### src/rtl/mips_multicycle_control_if.sv
`default_nettype none
// ---------------------------------------------------------------------------
// mips_multicycle_control_if : control <-> datapath signal bundle
// Revision 1.0
// ---------------------------------------------------------------------------
interface mips_multicycle_control_if #(
  parameter int CNT_W   = 32,
  parameter int STATE_W = 4
);
  logic [5:0]         opcode;
  logic               zero;
  logic               mem_ready;
  logic               pc_write;
  logic               pc_write_cond;
  logic [1:0]         pc_source;
  logic               i_or_d;
  logic               mem_read;
  logic               mem_write;
  logic               ir_write;
  logic               reg_write;
  logic               reg_dst;
  logic               mem_to_reg;
  logic               alu_src_a;
  logic [1:0]         alu_src_b;
  logic [1:0]         alu_op;
  logic               trap;
  logic [CNT_W-1:0]   retired;
  logic [STATE_W-1:0] state_o;

  modport master (
    input  opcode, zero, mem_ready,
    output pc_write, pc_write_cond, pc_source, i_or_d, mem_read, mem_write,
           ir_write, reg_write, reg_dst, mem_to_reg, alu_src_a, alu_src_b,
           alu_op, trap, retired, state_o
  );

  modport slave (
    output opcode, zero, mem_ready,
    input  pc_write, pc_write_cond, pc_source, i_or_d, mem_read, mem_write,
           ir_write, reg_write, reg_dst, mem_to_reg, alu_src_a, alu_src_b,
           alu_op, trap, retired, state_o
  );
endinterface
`default_nettype wire

### src/rtl/mips_multicycle_control.sv
`default_nettype none
// ---------------------------------------------------------------------------
// mips_multicycle_control : Moore control FSM for a multicycle MIPS datapath
// Revision 1.0
// ---------------------------------------------------------------------------
module mips_multicycle_control #(
  parameter int CNT_W   = 32,
  parameter int STATE_W = 4
) (
  input  logic                       clk,
  input  logic                       rst_n,
  mips_multicycle_control_if.master  bus
);

  typedef enum logic [3:0] {
    FETCH  = 4'd0,
    DECODE = 4'd1,
    MEMADR = 4'd2,
    MEMRD  = 4'd3,
    MEMWB  = 4'd4,
    MEMWR  = 4'd5,
    EXEC   = 4'd6,
    ALUWB  = 4'd7,
    BRANCH = 4'd8,
    JUMP   = 4'd9,
    ADDIEX = 4'd10,
    ADDIWB = 4'd11,
    TRAP   = 4'd12
  } state_t;

  localparam logic [5:0] OP_RTYPE = 6'b000000;
  localparam logic [5:0] OP_LW    = 6'b100011;
  localparam logic [5:0] OP_SW    = 6'b101011;
  localparam logic [5:0] OP_BEQ   = 6'b000100;
  localparam logic [5:0] OP_J     = 6'b000010;
  localparam logic [5:0] OP_ADDI  = 6'b001000;

  state_t           r_state;
  state_t           w_nextState;
  logic             r_isStore;
  logic             r_trap;
  logic [CNT_W-1:0] r_retired;

  logic       r_pcWrite;
  logic       r_pcWriteCond;
  logic [1:0] r_pcSource;
  logic       r_iOrD;
  logic       r_memRead;
  logic       r_memWrite;
  logic       r_regWrite;
  logic       r_regDst;
  logic       r_memToReg;
  logic       r_aluSrcA;
  logic [1:0] r_aluSrcB;
  logic [1:0] r_aluOp;

  always_comb begin
    w_nextState = r_state;
    case (r_state)
      FETCH:  if (bus.mem_ready) w_nextState = DECODE;
      DECODE: begin
        case (bus.opcode)
          OP_RTYPE:     w_nextState = EXEC;
          OP_LW, OP_SW: w_nextState = MEMADR;
          OP_BEQ:       w_nextState = BRANCH;
          OP_J:         w_nextState = JUMP;
          OP_ADDI:      w_nextState = ADDIEX;
          default:      w_nextState = TRAP;
        endcase
      end
      MEMADR: w_nextState = r_isStore ? MEMWR : MEMRD;
      MEMRD:  if (bus.mem_ready) w_nextState = MEMWB;
      MEMWR:  if (bus.mem_ready) w_nextState = FETCH;
      EXEC:   w_nextState = ALUWB;
      ADDIEX: w_nextState = ADDIWB;
      MEMWB, ALUWB, BRANCH, JUMP, ADDIWB: w_nextState = FETCH;
      TRAP:   w_nextState = TRAP;
      default: w_nextState = FETCH;
    endcase
  end

  // Outputs are registered from the next state so they line up with r_state.
  always_ff @(posedge clk or negedge rst_n) begin
    if (!rst_n) begin
      r_state       <= FETCH;
      r_isStore     <= 1'b0;
      r_trap        <= 1'b0;
      r_retired     <= '0;
      r_pcWrite     <= 1'b0;
      r_pcWriteCond <= 1'b0;
      r_pcSource    <= 2'd0;
      r_iOrD        <= 1'b0;
      r_memRead     <= 1'b1;
      r_memWrite    <= 1'b0;
      r_regWrite    <= 1'b0;
      r_regDst      <= 1'b0;
      r_memToReg    <= 1'b0;
      r_aluSrcA     <= 1'b0;
      r_aluSrcB     <= 2'd1;
      r_aluOp       <= 2'd0;
    end else begin
      r_state <= w_nextState;
      if (r_state == DECODE) r_isStore <= (bus.opcode == OP_SW);
      if (w_nextState == TRAP) r_trap <= 1'b1;
      if (w_nextState == FETCH && r_state != FETCH) r_retired <= r_retired + 1'b1;

      r_pcWrite     <= 1'b0;
      r_pcWriteCond <= 1'b0;
      r_pcSource    <= 2'd0;
      r_iOrD        <= 1'b0;
      r_memRead     <= 1'b0;
      r_memWrite    <= 1'b0;
      r_regWrite    <= 1'b0;
      r_regDst      <= 1'b0;
      r_memToReg    <= 1'b0;
      r_aluSrcA     <= 1'b0;
      r_aluSrcB     <= 2'd0;
      r_aluOp       <= 2'd0;
      case (w_nextState)
        FETCH:  begin r_memRead <= 1'b1; r_aluSrcB <= 2'd1; end
        DECODE: r_aluSrcB <= 2'd3;
        MEMADR: begin r_aluSrcA <= 1'b1; r_aluSrcB <= 2'd2; end
        MEMRD:  begin r_memRead <= 1'b1; r_iOrD <= 1'b1; end
        MEMWB:  begin r_regWrite <= 1'b1; r_memToReg <= 1'b1; end
        MEMWR:  begin r_memWrite <= 1'b1; r_iOrD <= 1'b1; end
        EXEC:   begin r_aluSrcA <= 1'b1; r_aluOp <= 2'd2; end
        ALUWB:  begin r_regWrite <= 1'b1; r_regDst <= 1'b1; end
        BRANCH: begin
          r_aluSrcA     <= 1'b1;
          r_aluOp       <= 2'd1;
          r_pcWriteCond <= 1'b1;
          r_pcSource    <= 2'd1;
        end
        JUMP:   begin r_pcWrite <= 1'b1; r_pcSource <= 2'd2; end
        ADDIEX: begin r_aluSrcA <= 1'b1; r_aluSrcB <= 2'd2; end
        ADDIWB: r_regWrite <= 1'b1;
        default: ;
      endcase
    end
  end

  logic w_fetchDone;
  assign w_fetchDone = (r_state == FETCH) && bus.mem_ready;

  // Gating with rst_n drops every strobe the instant reset asserts.
  assign bus.pc_write      = rst_n & (r_pcWrite | w_fetchDone);
  assign bus.ir_write      = rst_n & w_fetchDone;
  assign bus.pc_write_cond = rst_n & r_pcWriteCond;
  assign bus.pc_source     = rst_n ? r_pcSource : 2'd0;
  assign bus.i_or_d        = rst_n & r_iOrD;
  assign bus.mem_read      = rst_n & r_memRead;
  assign bus.mem_write     = rst_n & r_memWrite;
  assign bus.reg_write     = rst_n & r_regWrite;
  assign bus.reg_dst       = rst_n & r_regDst;
  assign bus.mem_to_reg    = rst_n & r_memToReg;
  assign bus.alu_src_a     = rst_n & r_aluSrcA;
  assign bus.alu_src_b     = rst_n ? r_aluSrcB : 2'd0;
  assign bus.alu_op        = rst_n ? r_aluOp : 2'd0;
  assign bus.trap          = r_trap;
  assign bus.retired       = r_retired;
  assign bus.state_o       = STATE_W'(r_state);

endmodule
`default_nettype wire

### src/flat_wrapper.sv
// flat-port wrapper written by rule: the top's interface ports become plain ports
module mips_multicycle_control_flat 
#(
  parameter int CNT_W   = 32,
  parameter int STATE_W = 4
)
  (clk, rst_n, bus_opcode, bus_zero, bus_mem_ready, bus_pc_write, bus_pc_write_cond, bus_pc_source, bus_i_or_d, bus_mem_read, bus_mem_write, bus_ir_write, bus_reg_write, bus_reg_dst, bus_mem_to_reg, bus_alu_src_a, bus_alu_src_b, bus_alu_op, bus_trap, bus_retired, bus_state_o);
  mips_multicycle_control_if #(.CNT_W(CNT_W), .STATE_W(STATE_W)) bus_i ();
  input  logic clk;
  input  logic rst_n;
  input wire logic [$bits(bus_i.opcode)-1:0] bus_opcode;
  input wire logic [$bits(bus_i.zero)-1:0] bus_zero;
  input wire logic [$bits(bus_i.mem_ready)-1:0] bus_mem_ready;
  output wire logic [$bits(bus_i.pc_write)-1:0] bus_pc_write;
  output wire logic [$bits(bus_i.pc_write_cond)-1:0] bus_pc_write_cond;
  output wire logic [$bits(bus_i.pc_source)-1:0] bus_pc_source;
  output wire logic [$bits(bus_i.i_or_d)-1:0] bus_i_or_d;
  output wire logic [$bits(bus_i.mem_read)-1:0] bus_mem_read;
  output wire logic [$bits(bus_i.mem_write)-1:0] bus_mem_write;
  output wire logic [$bits(bus_i.ir_write)-1:0] bus_ir_write;
  output wire logic [$bits(bus_i.reg_write)-1:0] bus_reg_write;
  output wire logic [$bits(bus_i.reg_dst)-1:0] bus_reg_dst;
  output wire logic [$bits(bus_i.mem_to_reg)-1:0] bus_mem_to_reg;
  output wire logic [$bits(bus_i.alu_src_a)-1:0] bus_alu_src_a;
  output wire logic [$bits(bus_i.alu_src_b)-1:0] bus_alu_src_b;
  output wire logic [$bits(bus_i.alu_op)-1:0] bus_alu_op;
  output wire logic [$bits(bus_i.trap)-1:0] bus_trap;
  output wire logic [$bits(bus_i.retired)-1:0] bus_retired;
  output wire logic [$bits(bus_i.state_o)-1:0] bus_state_o;
  assign bus_i.opcode = bus_opcode;
  assign bus_i.zero = bus_zero;
  assign bus_i.mem_ready = bus_mem_ready;
  assign bus_pc_write = bus_i.pc_write;
  assign bus_pc_write_cond = bus_i.pc_write_cond;
  assign bus_pc_source = bus_i.pc_source;
  assign bus_i_or_d = bus_i.i_or_d;
  assign bus_mem_read = bus_i.mem_read;
  assign bus_mem_write = bus_i.mem_write;
  assign bus_ir_write = bus_i.ir_write;
  assign bus_reg_write = bus_i.reg_write;
  assign bus_reg_dst = bus_i.reg_dst;
  assign bus_mem_to_reg = bus_i.mem_to_reg;
  assign bus_alu_src_a = bus_i.alu_src_a;
  assign bus_alu_src_b = bus_i.alu_src_b;
  assign bus_alu_op = bus_i.alu_op;
  assign bus_trap = bus_i.trap;
  assign bus_retired = bus_i.retired;
  assign bus_state_o = bus_i.state_o;
  mips_multicycle_control #(.CNT_W(CNT_W), .STATE_W(STATE_W)) u_core (.clk(clk), .rst_n(rst_n), .bus(bus_i));
endmodule
### config.mk
export PLATFORM = sky130hd
export DESIGN_NAME = mips_multicycle_control_flat
export DESIGN_NICKNAME = d
export VERILOG_FILES = /design/src/rtl/mips_multicycle_control_if.sv /design/src/rtl/mips_multicycle_control.sv /design/src/flat_wrapper.sv
export SDC_FILE = /design/constraint.sdc
export NUM_CORES = 1
export LEC_CHECK = 0
export ABC_AREA = 1
export CAP_MARGIN = 20
export CELL_PAD_IN_SITES_DETAIL_PLACEMENT = 0
export CELL_PAD_IN_SITES_GLOBAL_PLACEMENT = 1
export CORE_ASPECT_RATIO = 1.2
export CORE_MARGIN = 2
export CORE_UTILIZATION = 34
export CTS_CLUSTER_DIAMETER = 100
export DETAILED_ROUTE_END_ITERATION = 8
export PLACE_DENSITY_LB_ADDON = 0.1
export SLEW_MARGIN = 20
export SYNTH_ARGS = -nofsm -noshare
export SYNTH_HDL_FRONTEND = slang
export SYNTH_SLANG_ARGS = --single-unit
export TNS_END_PERCENT = 20
### constraint.sdc
create_clock -name clk -period 4.37 [get_ports clk]
set_input_delay 0.6555 -clock clk [delete_from_list [all_inputs] [get_ports clk]]
set_output_delay 0.6555 -clock clk [all_outputs]
set_load 0.02 [all_outputs]
==> results.json, run 1 <==
{
  "max_freq_mhz": 339,
  "cts_hold_buf": 0,
  "grt_pass1_wl_um": 15600,
  "h-tree-depth": 2,
  "initial_core_util_pct": 34.4,
  "ff2ff_setup_slack_ns": 1.91,
  "rows": 39,
  "netlist.top_cell.by_area": "dfrtp_1",
  "tightest_slew_ns": 0.826,
  "status": "finished, final reports clean",
  "startpoint_type": "input port",
  "syn-num-nets": 488,
  "synth_top_area_share_pct": 37.1,
  "synth_ff_type": "dfrtp_1",
  "async_flop_share_pct": 100,
  "core-area_um2": 9420,
  "grt-ovfl-total": 0,
  "dieArea_um2": 10300,
  "drt_iter0_drc": 159,
  "hp-class": "input port to asynchronous set/reset pin",
  "slew_headroom_pct": 44.9,
  "avgSynthCellArea_um2": 6.80,
  "cp_max_fo": 5,
  "synth_most_common_cell": "nand2_1",
  "end_kind": "output pin",
  "power_switching_uw": 941,
  "p_comb_share_pct": 48.4,
  "ys_warn_count": 0,
  "cts_tree": "done",
  "antenna_left": 0,
  "ios": 63,
  "syn_inst": 477,
  "routed_via_density": 4.83,
  "crit_chain": "clkdlybuf4s50_1, nand4_1, o21ai_0, clkdlybuf4s50_1",
  "period_share_pct": 67.5,
  "grt_max_degree": 42,
  "power_uw": 1970,
  "fin_crit_ns": 2.95,
  "fin_nets": 543,
  "cts_buffers": 5,
  "post_cts_resized": 0,
  "r2r_cells": 9,
  "hold_ws_ns": 0.450,
  "cts_sinks": 50,
  "crit_slowest_cell": "clkdlybuf4s50_1",
  "area_growth_pct": 25.8,
  "drive_gt1_share_pct": 5.82,
  "remaining_drc_errors": 0,
  "finalSetupTns_ns": 0,
  "p_leak_uw": 0.00201,
  "die_h_um": 111,
  "ys_types": 29,
  "synth_seq_cells": 50,
  "intPower_uw": 1020,
  "yosysSeqAreaShare_pct": 38.7,
  "arrival_ns": 2.29,
  "ys_top_cells_by_count": "188 x nand2_1, 57 x nor2_1, 48 x dfrtp_1",
  "hpwl_um": 7100,
  "clkTransAtPathRegs_ns": 0.07,
  "crit_required_ns": 3.71,
  "n_antenna_cell": 0,
  "dr.pass1.iters": 5,
  "reg2reg_to": "u_core.bus.retired[29]",
  "skew_ns": 0.0103,
  "routed_wl_um": 9540,
  "setup_viol": 0,
  "path_class": "input port to output pin",
  "drv_cap": 0,
  "die_w_um": 93.1,
  "clockBufferDepth": 2,
  "peakVddDrop_mv": 0.448,
  "synth_edf_count": 0,
  "p_seq_share_pct": 30.5,
  "maxSlewViolCount": 0,
  "clk-insertion-delay-late_ns": 0.30,
  "grt_pass1_vias": 3114,
  "post_cts.repair.setup_buffers": 0,
  "num_vias": 3167,
  "power.clock.fraction_pct": 21.1,
  "rsz0062_at_grt": "no",
  "track_usage_pct": 19.2,
  "power.share.switching_pct": 47.9,
  "p_per_area_nw_per_um2": 482,
  "r2r-start": "u_core.bus.state_o[3]",
  "antenna_found_initial": 0,
  "hold_violations": 0,
  "routabilityCongestion": 0.890,
  "root_buffer": "clkbuf_16",
  "syn_area_um2": 3240,
  "wl_per_cell_um": 14.5,
  "slowest_delay_ns": 0.63,
  "yosys-top-cells-area": "dfrtp_1 37%, nand2_1 22%, nand4_1 7.7%, nor2_1 6.6%, inv_1 5.3%",
  "portBuffers": 61,
  "crit_top_cell": "clkdlybuf4s50_1"
}
per-layer routing:
metal,up-vias,global-route usage (%),wire length (um)
met2,63,34.3,5090
met5,-,0,0
li1,1623,-,-
met3,20,3.54,288
met4,0,7.65,306
met1,1461,22.4,3860
cell families (layout without fill, tap and decap cells):
| kind of cell | Yosys count | count (layout) | share of synthesized area (%) |
|---|---|---|---|
| buffers and inverters | 68 | 124 | 9.03 |
| adder cells (fa/ha/maj) | 1 | 1 | 0.386 |
| AND/OR/NAND/NOR | 333 | 333 | 46.0 |
| XOR/XNOR | 15 | 15 | 4.05 |
| flip-flops | 50 | 50 | 38.7 |
| AO/OA/AOI/OAI | 10 | 10 | 1.81 |
cell type report:
| class | instances | area [um^2] |
|---|---|---|
| Sequential cell | 50 | 1250 |
| Clock inverter | 2 | 16.3 |
| Fill cell | 1003 | 5340 |
| Multi-Input combinational cell | 359 | 1700 |
| Inverter | 53 | 199 |
| Timing Repair Buffer | 63 | 621 |
| Clock buffer | 6 | 139 |
| Tap cell | 123 | 154 |
worst max-delay path: cells and delay by family:
kind / cells / cell delay [ns]
compound gates: 1 / 0.24
buf+inv: 2 / 1.13
simple gates: 1 / 0.27
placed cells by master, fill, tap and decap left out, types with 3 or more instances in the layout:
cell type and instances:
nand2_1 188, clkdlybuf4s50_1 60, nor2_1 57, dfrtp_1 48, inv_1 46, nand4_1 40
nand3_1 16, xor2_1 12, nand3b_1 12, nor3_1 9, inv_2 6, nand2_2 5
clkbuf_16 5, o21ai_0 4, xnor2_1 3
sequential cells by signal, indices dropped and copies added, names as in the netlist:
signal	flops
u_core.bus.retired	32
u_core.bus.state_o	4
u_core.r_aluSrcB	2
u_core.bus.trap	1
u_core.r_aluOp	1
u_core.r_aluSrcA	1
u_core.r_iOrD	1
u_core.r_isStore	1
u_core.r_memRead	1
u_core.r_memToReg	1
u_core.r_memWrite	1
u_core.r_pcSource	1
u_core.r_pcWriteCond	1
u_core.r_regDst	1
u_core.r_regWrite	1
power by group through the flow:
stage | registers, uW | clock network [uW] | logic [uW]
after floorplan | 639 | 0 | 678
after global placement | 609 | 0 | 961
after detailed placement | 607 | 0 | 969
after CTS | 601 | 428 | 972
after global routing | 611 | 442 | 1040
final | 600 | 414 | 951
worst max path at each step:
stage	from	end	cells past startpoint	slack [ns]
after floorplan	u_core.bus.state_o[3]	bus_pc_write	3	2.32
after global placement	bus_opcode[1]	u_core.bus.retired[4]	10	1.17
after detailed placement	bus_opcode[1]	u_core.bus.retired[20]	10	1.11
after CTS	rst_n	bus_pc_write	4	1.40
after global routing	rst_n	bus_pc_write	4	1.19
final	bus_mem_ready	bus_pc_write	4	1.42
per-stage QoR:
step	setup slack, ns	utilization, %	cells	cell area, um^2
4_1_cts	1.40	43.3	656	4080
2_1_floorplan	2.32	-	477	3240
6_report	1.42	43.3	656	4080
3_3_place_gp	1.17	41.7	648	3920
5_1_grt	1.19	43.3	656	4080
3_5_place_dp	1.11	41.7	648	3920
No activity file was read; power rests on OpenSTA's default activity.
==> run 2, diff against run 1 <==
--- a/config.mk
+++ b/config.mk
@@ -11,7 +11,7 @@
 export CELL_PAD_IN_SITES_GLOBAL_PLACEMENT = 1
 export CORE_ASPECT_RATIO = 1.2
 export CORE_MARGIN = 2
-export CORE_UTILIZATION = 34
+export CORE_UTILIZATION = 33
 export CTS_CLUSTER_DIAMETER = 100
 export DETAILED_ROUTE_END_ITERATION = 8
 export PLACE_DENSITY_LB_ADDON = 0.1
==> constraint.sdc (replaced) <==
create_clock -name clk -period 2.5 [get_ports clk]
set_input_delay 0.375 -clock clk [delete_from_list [all_inputs] [get_ports clk]]
set_output_delay 0.375 -clock clk [all_outputs]
set_load 0.02 [all_outputs]
==> run 2 against run 1 <==
  * Clock power rose by 78%
  * Die area rose by 2.9%
  * Core utilization rose by 0.74 points
  * Setup slack got worse by 1.2 ns
  * Critical endpoint is now bus_ir_write
  * Clock skew rose by 0.0029 ns
==> results.json, run 2 (synthesized netlist as in run 1, its figures left out) <==
{
  "path_class": "flop to output pin",
  "period_share_pct": 93.1,
  "wl_per_cell_um": 14.9,
  "p_per_area_nw_per_um2": 887,
  "rsz0062_at_grt": "no",
  "post-route-util_pct": 44.0,
  "clockBufferDepth": 2,
  "clkTransAtPathRegs_ns": 0.07,
  "hp-class": "input port to asynchronous set/reset pin",
  "skew_ns": 0.0132,
  "portBuffers": 61,
  "layout_setup_ws_ns": 0.171,
  "antenna_found_initial": 0,
  "hpwl_um": 7210,
  "drive_gt1_share_pct": 7.52,
  "die_h_um": 113,
  "rows": 39,
  "remaining_drc_errors": 0,
  "met3_length_um": 365,
  "finalSetupTns_ns": 0,
  "hold_violations": 0,
  "fin_nets": 555,
  "routed_wl_um": 9940,
  "grt_pass1_vias": 3210,
  "top_layer": "met4",
  "cp_max_fo": 6,
  "slew_headroom_pct": 72.2,
  "routabilityCongestion": 0.878,
  "drv_cap": 0,
  "max_freq_mhz": 429,
  "track_usage_pct": 19.8,
  "place_inst": 658,
  "startpoint_type": "flop",
  "end_kind": "output pin",
  "grt_pass1_wl_um": 16400,
  "post-place-ws_ns": 0.205,
  "num_vias": 3273,
  "antenna_left": 0,
  "grt-ovfl-total": 0,
  "dr.pass1.iters": 4,
  "grt_max_degree": 35,
  "wl_met2_um": 5220,
  "place_area_um2": 4040,
  "layout.cells.most_common": "nand2_1",
  "dieArea_um2": 10600,
  "fill_cells": 1046,
  "final_cells": 668,
  "design_area_um2": 4210,
  "root_buffer": "clkbuf_16",
  "die_w_um": 94.5,
  "n_antenna_cell": 0,
  "largest_reg_flops": 32,
  "mostFrequentLayoutCells": "188 x nand2_1, 59 x clkdlybuf4s50_1, 57 x nor2_1, 48 x dfrtp_1, 46 x inv_1",
  "crit_required_ns": 2.12,
  "status": "finished, final reports clean",
  "cts_tree": "done",
  "h-tree-depth": 2,
  "wl_met1_um": 4050,
  "peakVddDrop_mv": 0.550,
  "clk-insertion-delay-late_ns": 0.30,
  "fin_crit_ns": 2.33,
  "cts_sinks": 50,
  "p_leak_uw": 0.00210,
  "maxSlewViolCount": 0,
  "routed_via_density": 4.90,
  "core-area_um2": 9560,
  "area_growth_pct": 29.9,
  "cts_buffers": 5,
  "initial_core_util_pct": 33.9,
  "tightest_slew_ns": 0.416,
  "arrival_ns": 1.95,
  "ios": 63,
  "drt_iter0_drc": 184,
  "setup_viol": 0
}
==> run 2: changes by cell type in the layout (fill, tap and decap cells not counted), sizes merged <==
cell           delta
clkinv            +1
buf              +10
dlymetal6s2s      +1
dlygate4sd3       +2
clkdlybuf4s50     -1
clkinvlp          -1
inv               +1
clkbuf            -1
==> run 2: worst paths after layout <==
kind	startpoint	to	slack (ns)	depth (start not counted)
setup / recovery	u_core.bus.state_o[3]	bus_ir_write	0.17	4
hold / removal	rst_n	u_core.r_memRead	0.18	1
setup reg to reg	u_core.bus.retired[0]	u_core.bus.retired[16]	0.49	8
hold reg to reg	u_core.bus.retired[31]	u_core.bus.retired[31]	0.53	2
max in group asynchronous	rst_n	u_core.r_pcWriteCond	1.59	2
min in group clk	u_core.bus.retired[31]	u_core.bus.retired[31]	0.53	2
==> run 2: layout make-up <==
class | count | area, um^2 | area share [%]
sequential | 50 | 1250 | 29.8
multi-input combinational | 359 | 1700 | 40.3
clock buffer | 5 | 125 | 2.97
timing repair buffer | 75 | 756 | 17.9
clock inverter | 3 | 28.8 | 0.683
tap | 123 | 154 | 3.65
inverter | 53 | 199 | 4.72
==> run 2: power by group <==
| part | leakage [uW] | internal, uW | switching [uW] |
|---|---|---|---|
| logic | 0.00135 | 657 | 1280 |
| clock network | 0.0000763 | 385 | 351 |
| registers | 0.000677 | 941 | 118 |
| total | 0.00210 | 1980 | 1750 |
==> run 2: critical path, stage by stage (launching register included) <==
cell             delay, ns
dfrtp_1               0.49
nor2_4                0.23
nand4_1               0.20
nor2_1                0.13
clkdlybuf4s50_1       0.61
==> run 2: metal layers <==
metal | vias to the layer above | GRT usage [%]
li1 | 1649 | -
met1 | 1537 | 23.5
met2 | 68 | 34.9
met3 | 19 | 3.89
met4 | 0 | 7.54
met5 | - | 0
==> run 2: through the flow <==
step / hold WS [ns] / total power [uW]
after CTS: 0.192 / 3780
after detailed placement: 0.328 / 3030
after floorplan: 0.0794 / 2300
after global routing: 0.186 / 3980
final: 0.184 / 3740
after global placement: 0.318 / 3020
==> run 2: repair_timing <==
item                                   CTS  global route
endpoints found under the hold margin    5             0
hold buffers                             2             0
setup endpoints to repair                0             1
resized for setup                        0             1
setup buffers                            0             0
